`config.mk`:
```
export PLATFORM = sky130hd
export DESIGN_NAME = nr_iter_sequencer_flat
export DESIGN_NICKNAME = d
export VERILOG_FILES = /design/src/rtl/nr_iter_sequencer_if.sv /design/src/rtl/nr_iter_sequencer.sv /design/src/flat_wrapper.sv
export SDC_FILE = /design/constraint.sdc
export NUM_CORES = 2
export LEC_CHECK = 0
export BUFFER_PORTS_ARGS = -buffer_cell sky130_fd_sc_hd__buf_2
export CORE_AREA = 2 2 604 606
export CTS_CLUSTER_SIZE = 40
export DETAILED_ROUTE_END_ITERATION = 8
export DIE_AREA = 0 0 606 608
export PLACE_DENSITY = 0.3
export SETUP_SLACK_MARGIN = 0.3
export SYNTH_ARGS = -nofsm -noshare
export SYNTH_HDL_FRONTEND = slang
export SYNTH_SLANG_ARGS = --single-unit
```
`constraint.sdc`:
```
create_clock -name clk -period 4.4 [get_ports clk]
set_clock_uncertainty 0.1 [all_clocks]
set_input_delay 0.22 -clock clk [delete_from_list [all_inputs] [get_ports clk]]
set_output_delay 0.22 -clock clk [all_outputs]
set_load 0.02 [all_outputs]
```
`src/rtl/nr_iter_sequencer_if.sv`:
```
// nr_iter_sequencer_if: link between the Newton-Raphson sequencer
// and its iteration datapath.
interface nr_iter_sequencer_if;

  // sequencer -> datapath
  logic [95:0]  iter_x;
  logic [383:0] iter_invJ;
  logic         iter_launch;

  // datapath -> sequencer
  logic [95:0]  iter_out_x;
  logic [383:0] iter_next_invJ;
  logic         iter_stb;

  modport master (
    output iter_x,
    output iter_invJ,
    output iter_launch,
    input  iter_out_x,
    input  iter_next_invJ,
    input  iter_stb
  );

  modport slave (
    input  iter_x,
    input  iter_invJ,
    input  iter_launch,
    output iter_out_x,
    output iter_next_invJ,
    output iter_stb
  );

endinterface

```
`src/rtl/nr_iter_sequencer.sv`:
```
// nr_iter_sequencer: owns x and invJ, launches datapath iterations
// and stops on ULP convergence, iteration limit, abort or watchdog.
module nr_iter_sequencer #(
  parameter int MAX_ITER = 32,
  parameter int MIN_WAIT = 940,
  parameter int MAX_WAIT = 2047,
  parameter int TOL_ULP  = 16
) (
  input  logic                clk,
  input  logic                rst,
  input  logic                start,
  input  logic                abort,
  input  logic [95:0]         init_x,
  input  logic [383:0]        init_invJ,
  nr_iter_sequencer_if.master dp,
  output logic                busy,
  output logic                done,
  output logic                converged,
  output logic                err_timeout,
  output logic [7:0]          iter_count,
  output logic [95:0]         result_x
);

  localparam logic [11:0] MIN_W    = 12'(MIN_WAIT);
  localparam logic [11:0] MAX_W    = 12'(MAX_WAIT);
  localparam logic [7:0]  ITER_LIM = 8'(MAX_ITER);
  localparam logic [31:0] TOL      = 32'(TOL_ULP);

  typedef enum logic [2:0] {
    S_IDLE,
    S_LOAD,
    S_LAUNCH,
    S_WAIT,
    S_CHECK,
    S_FIN
  } state_e;

  state_e        state_q;
  state_e        state_d;
  logic [95:0]   x_q;
  logic [95:0]   x_d;
  logic [383:0]  j_q;
  logic [383:0]  j_d;
  logic [11:0]   wait_q;
  logic [11:0]   wait_d;
  logic [7:0]    cnt_q;
  logic [7:0]    cnt_d;
  logic          stb_q;
  logic          stb_d;
  logic          conv_q;
  logic          conv_d;
  logic          tmo_q;
  logic          tmo_d;

  logic          conv;
  logic          stb_rise;
  logic          edge_ok;
  logic          active;
  logic [7:0]    cnt_inc;

  // Raw fp32 distance in ULPs; opposite signs straddle zero.
  function automatic logic [31:0] ulp_dist(
    input logic [31:0] a,
    input logic [31:0] b
  );
    logic [31:0] ma;
    logic [31:0] mb;
    ma = {1'b0, a[30:0]};
    mb = {1'b0, b[30:0]};
    if (a[31] != b[31]) begin
      return ma + mb;
    end
    return (ma >= mb) ? (ma - mb) : (mb - ma);
  endfunction

  // All three components within tolerance of the held x.
  always_comb begin
    conv = 1'b1;
    for (int k = 0; k < 3; k++) begin
      if (ulp_dist(dp.iter_out_x[32*k +: 32],
                   x_q[32*k +: 32]) > TOL) begin
        conv = 1'b0;
      end
    end
  end

  assign stb_rise = dp.iter_stb & ~stb_q;
  assign edge_ok  = stb_rise && (wait_q >= MIN_W);
  assign cnt_inc  = cnt_q + 8'd1;
  assign active   = state_q inside {S_LOAD, S_LAUNCH,
                                    S_WAIT, S_CHECK};

  // Next-state and register updates; abort beats everything.
  always_comb begin
    state_d = state_q;
    x_d     = x_q;
    j_d     = j_q;
    wait_d  = wait_q;
    cnt_d   = cnt_q;
    conv_d  = conv_q;
    tmo_d   = tmo_q;
    stb_d   = dp.iter_stb;
    if (abort && active) begin
      state_d = S_IDLE;
    end else begin
      unique case (state_q)
        S_IDLE: begin
          if (start) begin
            state_d = S_LOAD;
          end
        end
        S_LOAD: begin
          x_d     = init_x;
          j_d     = init_invJ;
          cnt_d   = 8'd0;
          conv_d  = 1'b0;
          tmo_d   = 1'b0;
          state_d = S_LAUNCH;
        end
        S_LAUNCH: begin
          wait_d  = 12'd0;
          state_d = S_WAIT;
        end
        S_WAIT: begin
          wait_d = wait_q + 12'd1;
          if (edge_ok) begin
            state_d = S_CHECK;
          end else if (wait_q == MAX_W) begin
            tmo_d   = 1'b1;
            state_d = S_FIN;
          end
        end
        S_CHECK: begin
          x_d   = dp.iter_out_x;
          j_d   = dp.iter_next_invJ;
          cnt_d = cnt_inc;
          if (conv) begin
            conv_d  = 1'b1;
            state_d = S_FIN;
          end else if (cnt_inc == ITER_LIM) begin
            state_d = S_FIN;
          end else begin
            state_d = S_LAUNCH;
          end
        end
        S_FIN: begin
          state_d = S_IDLE;
        end
        default: begin
          state_d = S_IDLE;
        end
      endcase
    end
  end

  // State and datapath-operand registers.
  always_ff @(posedge clk) begin
    if (rst) begin
      state_q <= S_IDLE;
      x_q     <= '0;
      j_q     <= '0;
      wait_q  <= '0;
      cnt_q   <= '0;
      stb_q   <= 1'b0;
      conv_q  <= 1'b0;
      tmo_q   <= 1'b0;
    end else begin
      state_q <= state_d;
      x_q     <= x_d;
      j_q     <= j_d;
      wait_q  <= wait_d;
      cnt_q   <= cnt_d;
      stb_q   <= stb_d;
      conv_q  <= conv_d;
      tmo_q   <= tmo_d;
    end
  end

  assign dp.iter_x      = x_q;
  assign dp.iter_invJ   = j_q;
  assign dp.iter_launch = (state_q == S_LAUNCH);

  assign busy        = (state_q != S_IDLE);
  assign done        = (state_q == S_FIN);
  assign converged   = conv_q;
  assign err_timeout = tmo_q;
  assign iter_count  = cnt_q;
  assign result_x    = x_q;

endmodule
```
`src/flat_wrapper.sv`:
```
// flat-port wrapper written by rule: the top's interface ports become plain ports
module nr_iter_sequencer_flat 
#(
  parameter int MAX_ITER = 32,
  parameter int MIN_WAIT = 940,
  parameter int MAX_WAIT = 2047,
  parameter int TOL_ULP  = 16
)
  (clk, rst, start, abort, init_x, init_invJ, busy, done, converged, err_timeout, iter_count, result_x, dp_iter_x, dp_iter_invJ, dp_iter_launch, dp_iter_out_x, dp_iter_next_invJ, dp_iter_stb);
  nr_iter_sequencer_if dp_i ();
  input  logic clk;
  input  logic rst;
  input  logic start;
  input  logic abort;
  input  logic [95:0] init_x;
  input  logic [383:0] init_invJ;
  output logic busy;
  output logic done;
  output logic converged;
  output logic err_timeout;
  output logic [7:0] iter_count;
  output logic [95:0] result_x;
  output wire logic [$bits(dp_i.iter_x)-1:0] dp_iter_x;
  output wire logic [$bits(dp_i.iter_invJ)-1:0] dp_iter_invJ;
  output wire logic [$bits(dp_i.iter_launch)-1:0] dp_iter_launch;
  input wire logic [$bits(dp_i.iter_out_x)-1:0] dp_iter_out_x;
  input wire logic [$bits(dp_i.iter_next_invJ)-1:0] dp_iter_next_invJ;
  input wire logic [$bits(dp_i.iter_stb)-1:0] dp_iter_stb;
  assign dp_iter_x = dp_i.iter_x;
  assign dp_iter_invJ = dp_i.iter_invJ;
  assign dp_iter_launch = dp_i.iter_launch;
  assign dp_i.iter_out_x = dp_iter_out_x;
  assign dp_i.iter_next_invJ = dp_iter_next_invJ;
  assign dp_i.iter_stb = dp_iter_stb;
  nr_iter_sequencer #(.MAX_ITER(MAX_ITER), .MIN_WAIT(MIN_WAIT), .MAX_WAIT(MAX_WAIT), .TOL_ULP(TOL_ULP)) u_core (.clk(clk), .rst(rst), .start(start), .abort(abort), .init_x(init_x), .init_invJ(init_invJ), .dp(dp_i), .busy(busy), .done(done), .converged(converged), .err_timeout(err_timeout), .iter_count(iter_count), .result_x(result_x));
endmodule
```
==> summary.txt <==
Synthesis
  – Synth Cell Area: 39600 sq um
  – Synth Flop Type: dfxtp_1
  – EDFF count, synth: 0
  – Syn Inst Count: approximately 5600
  – #FFs+latches synth: 506
  – Sequential area share after synthesis: 25.6%
  – Syn nets: 6842
  – Avg Cell Area, Syn: 7.09 sq um
  – Post-synthesis async set-or-reset flop share: 0%
  – Yosys warnings: 0
  – Netlist cell types: 99

Timing
  – Sum Neg Setup Slack: -0.672 ns
  – Fmax: around 220 MHz
  – Final setup margin: -0.232 ns
  – Final worst-path cycle share: 105%
  – Slew HR: between 10% and 20%
  – Max-slew violations: 0
  – Min Tclk post-route: 4.63 ns
  – Worst-margin pin slew: 1.30 ns
  – RSZ-0062 raised after global routing: yes
  – WHS: 0.0228 ns
  – Count of final setup violators: 4
  – Hold Fails Final Rpt: 0

Cells and area
  – Design area: 75900 sq um
  – Commonest non-fill, non-tap cell in the layout: buf_2
  – # fillers: 41423
  – Nets@finish: 10299
  – Final std cells w/o fill: 13995
  – P&R area growth vs syn: 91.7%
  – Share of cells above drive strength 1: 36.7%
  – Most frequent cells in the layout: buf_2, buf_4, nand2_1

Floorplan
  – Die height: slightly above 600 microns
  – Core area: 362000 sq um
  – Row Count: 221
  – Overall die area: around 370000 sq um
  – Initial Utilization: a little over a tenth
  – Chip width: 606 microns
  – Boundary pin count: 1554

Placement
  – Number of buffers added on ports: 1553
  – Area post-placement: 61500 sq um
  – Post-DP HPWL: 385 mm
  – Routability Congestion: 0.984
  – Placed insts: 12757

Pwr
  – Sw frac: between 40% and 50%
  – Static leakage: 0.0346 uW
  – Maximum vdd drop: 292 uV
  – Sequential share of power: 19.7%
  – Clock network power share: around 22%
  – Sw Pwr: between 15000 and 20000 uW
  – Internal cell power: 17400 uW
  – Pwr Density: 430 nW/um^2
  – Logic pwr share: between 50% and 60%
  – Tot Pwr: around 33000 uW

Route
  – Remaining DRCs: 0
  – Total number of vias: just under 60000
  – Avg Vias per Cell: ~4.2
  – Antenna Nets Post-Route: 0
  – Post-Route WL: roughly 440 mm
  – Initial DRC Count: 3978
  – Avg WL per Cell: about 32 microns
  – First-pass iteration count of the detailed router: 5

Clock network
  – H-tree depth: 3
  – TritonCTS Buffers: 86
  – Clock buffer depth: 4
  – CTS root buffer: clkbuf_16
  – TritonCTS clock tree: done
  – Clk_lat worst skew: 0.79 ns
  – Clk slew on worst S/H paths: 0.06 ns
  – Clk sinks: 506

Job
  – Max_cap viols: 0

Worst setup path
  – Critical path type: flop to flop
  – Worst EP required: 4.98 ns
  – Critical path data arrival time: between 5 and 6 ns
  – R2R setup slack: -0.23 ns
  – CP endpoint kind: flop
  – Critical-path maximum fanout: 5
  – Startpoint types: flop

Outcome
  – Failing checks: negative setup slack
  – Status: complete, but fails checks

GRT
  – Vias in the first global route: 59313
  – Total gr overflow: 0
  – GRT Overall Usage: 23.1%
  – Largest net degree at the start of global routing: 142
  – Initial antenna violation count: approximately 200
  – First-pass GRT wire length: 572 mm

Min path
  – Worst min-delay path category: input pin to flop
==> flip-flops by register name, indices dropped and copies added, names as in the netlist <==
signal,cells
u_core.converged,1
u_core.dp.iter_invJ,384
u_core.dp.iter_x,96
u_core.err_timeout,1
u_core.iter_count,8
u_core.state_q,3
u_core.stb_q,1
u_core.wait_q,12
==> worst max-delay path, cell delays in order (launching register included) <==
cell      delay, ns
dfxtp_1        0.37
buf_4          0.19
inv_1          0.05
ha_1           0.20
a21o_1         0.21
a31oi_2        0.23
buf_4          0.16
a21oi_1        0.08
nor3_1         0.35
buf_4          0.21
mux2i_2        0.30
buf_4          0.17
nor2_1         0.08
or4_4          0.44
nor4_4         0.26
buf_4          0.16
and4b_1        0.20
nand4b_1       0.19
buf_4          0.20
and4bb_1       0.27
or2_1          0.10
==> cell families after synthesis <==
logic type | Yosys count | share of synthesized area [%]
DFF | 506 | 25.6
AOI/OAI and AO/OA | 1666 | 29.5
muxes | 31 | 0.809
buffers and inverters | 781 | 8.49
xor gates and xnor gates | 106 | 2.34
and+or+nand+nor | 2205 | 24.0
adders and majority gates | 291 | 9.37
==> layout make-up <==
cell class                 count  area, sq um  area share [%]
antenna                      103          258           0.340
sequential                   506        10200            13.4
inverter                     285         1070            1.41
clock buffer                 120         2470            3.26
tap                         4794         6000            7.90
clock inverter                23          303           0.399
timing repair buffer        3865        28100            37.0
multi-input combinational   4299        27600            36.3
==> Yosys cell counts, types with 11 or more instances <==
library cell,n,area (sq um)
a221oi_1,20,175
mux2i_1,23,230
or2_2,18,113
nand2b_1,26,163
and3_1,23,144
a211oi_1,32,240
buf_4,99,743
o211ai_1,39,293
nand3_1,56,280
o21ai_0,195,976
o31ai_1,48,360
o2111ai_1,19,166
and4_1,15,131
and2_1,17,106
or3_1,31,194
nor3_1,87,435
dfxtp_1,506,10100
nor2_1,651,2440
o21bai_1,45,338
a21oi_1,457,2290
o311ai_0,11,96.3
ha_1,282,3530
a31oi_1,43,269
nand4_1,71,444
a31o_2,11,96.3
clkbuf_1,330,1240
or4_1,11,82.6
o221ai_1,15,131
xor2_1,29,254
nor2b_1,38,238
nor4_1,53,332
buf_1,27,101
a22oi_1,110,826
xnor2_1,77,674
a21o_1,54,405
inv_1,283,1060
a311oi_1,389,3410
nand2_1,1064,3990
buf_2,35,175
o21a_1,29,218
o22ai_1,14,87.6
==> layer usage <==
layer / global-route usage [%] / wire length [microns]
met1: 29.0 / 189000
met4: 7.69 / 16700
met5: 0 / 645
met3: 3.83 / 24300
met2: 39.9 / 212000
==> path summary, 6_finish.rpt <==
| kind | startpoint | end | cells past startpoint |
|---|---|---|---|
| hold reg to reg | u_core.wait_q[1] | u_core.wait_q[1] | 2 |
| setup reg to reg | u_core.dp.iter_x[67] | u_core.state_q[2] | 20 |
| hold / removal | init_invJ[12] | u_core.dp.iter_invJ[12] | 3 |
| setup / recovery | u_core.dp.iter_x[67] | u_core.state_q[2] | 20 |
==> power by group through the flow <==
stage               clock [uW]  sequential (uW)  combinational, uW
finish                    7210             6420              19000
global route              7620             6540              20100
CTS                       7530             6420              18900
detailed placement           0             6490              16800
global placement             0             6490              16900
floorplan                    0             7460               6150
==> through the flow <==
step                worst slack (ns)  util (%)
floorplan                      0.358         -
global placement               -1.11      17.0
detailed placement             -1.05      17.0
CTS                           -0.236      20.7
global route                  -0.350      20.9
finish                        -0.232      21.0
==> repair_timing <==
action	in CTS	in global routing
hold buffers	971	1
pin swaps	43	52
endpoints found under the setup margin	4	4
cloned	0	1
endpoints found under the hold margin	491	1
gates resized for setup	208	145
setup buffers	15	4
Note: power is estimated with default switching activity, not from simulation.
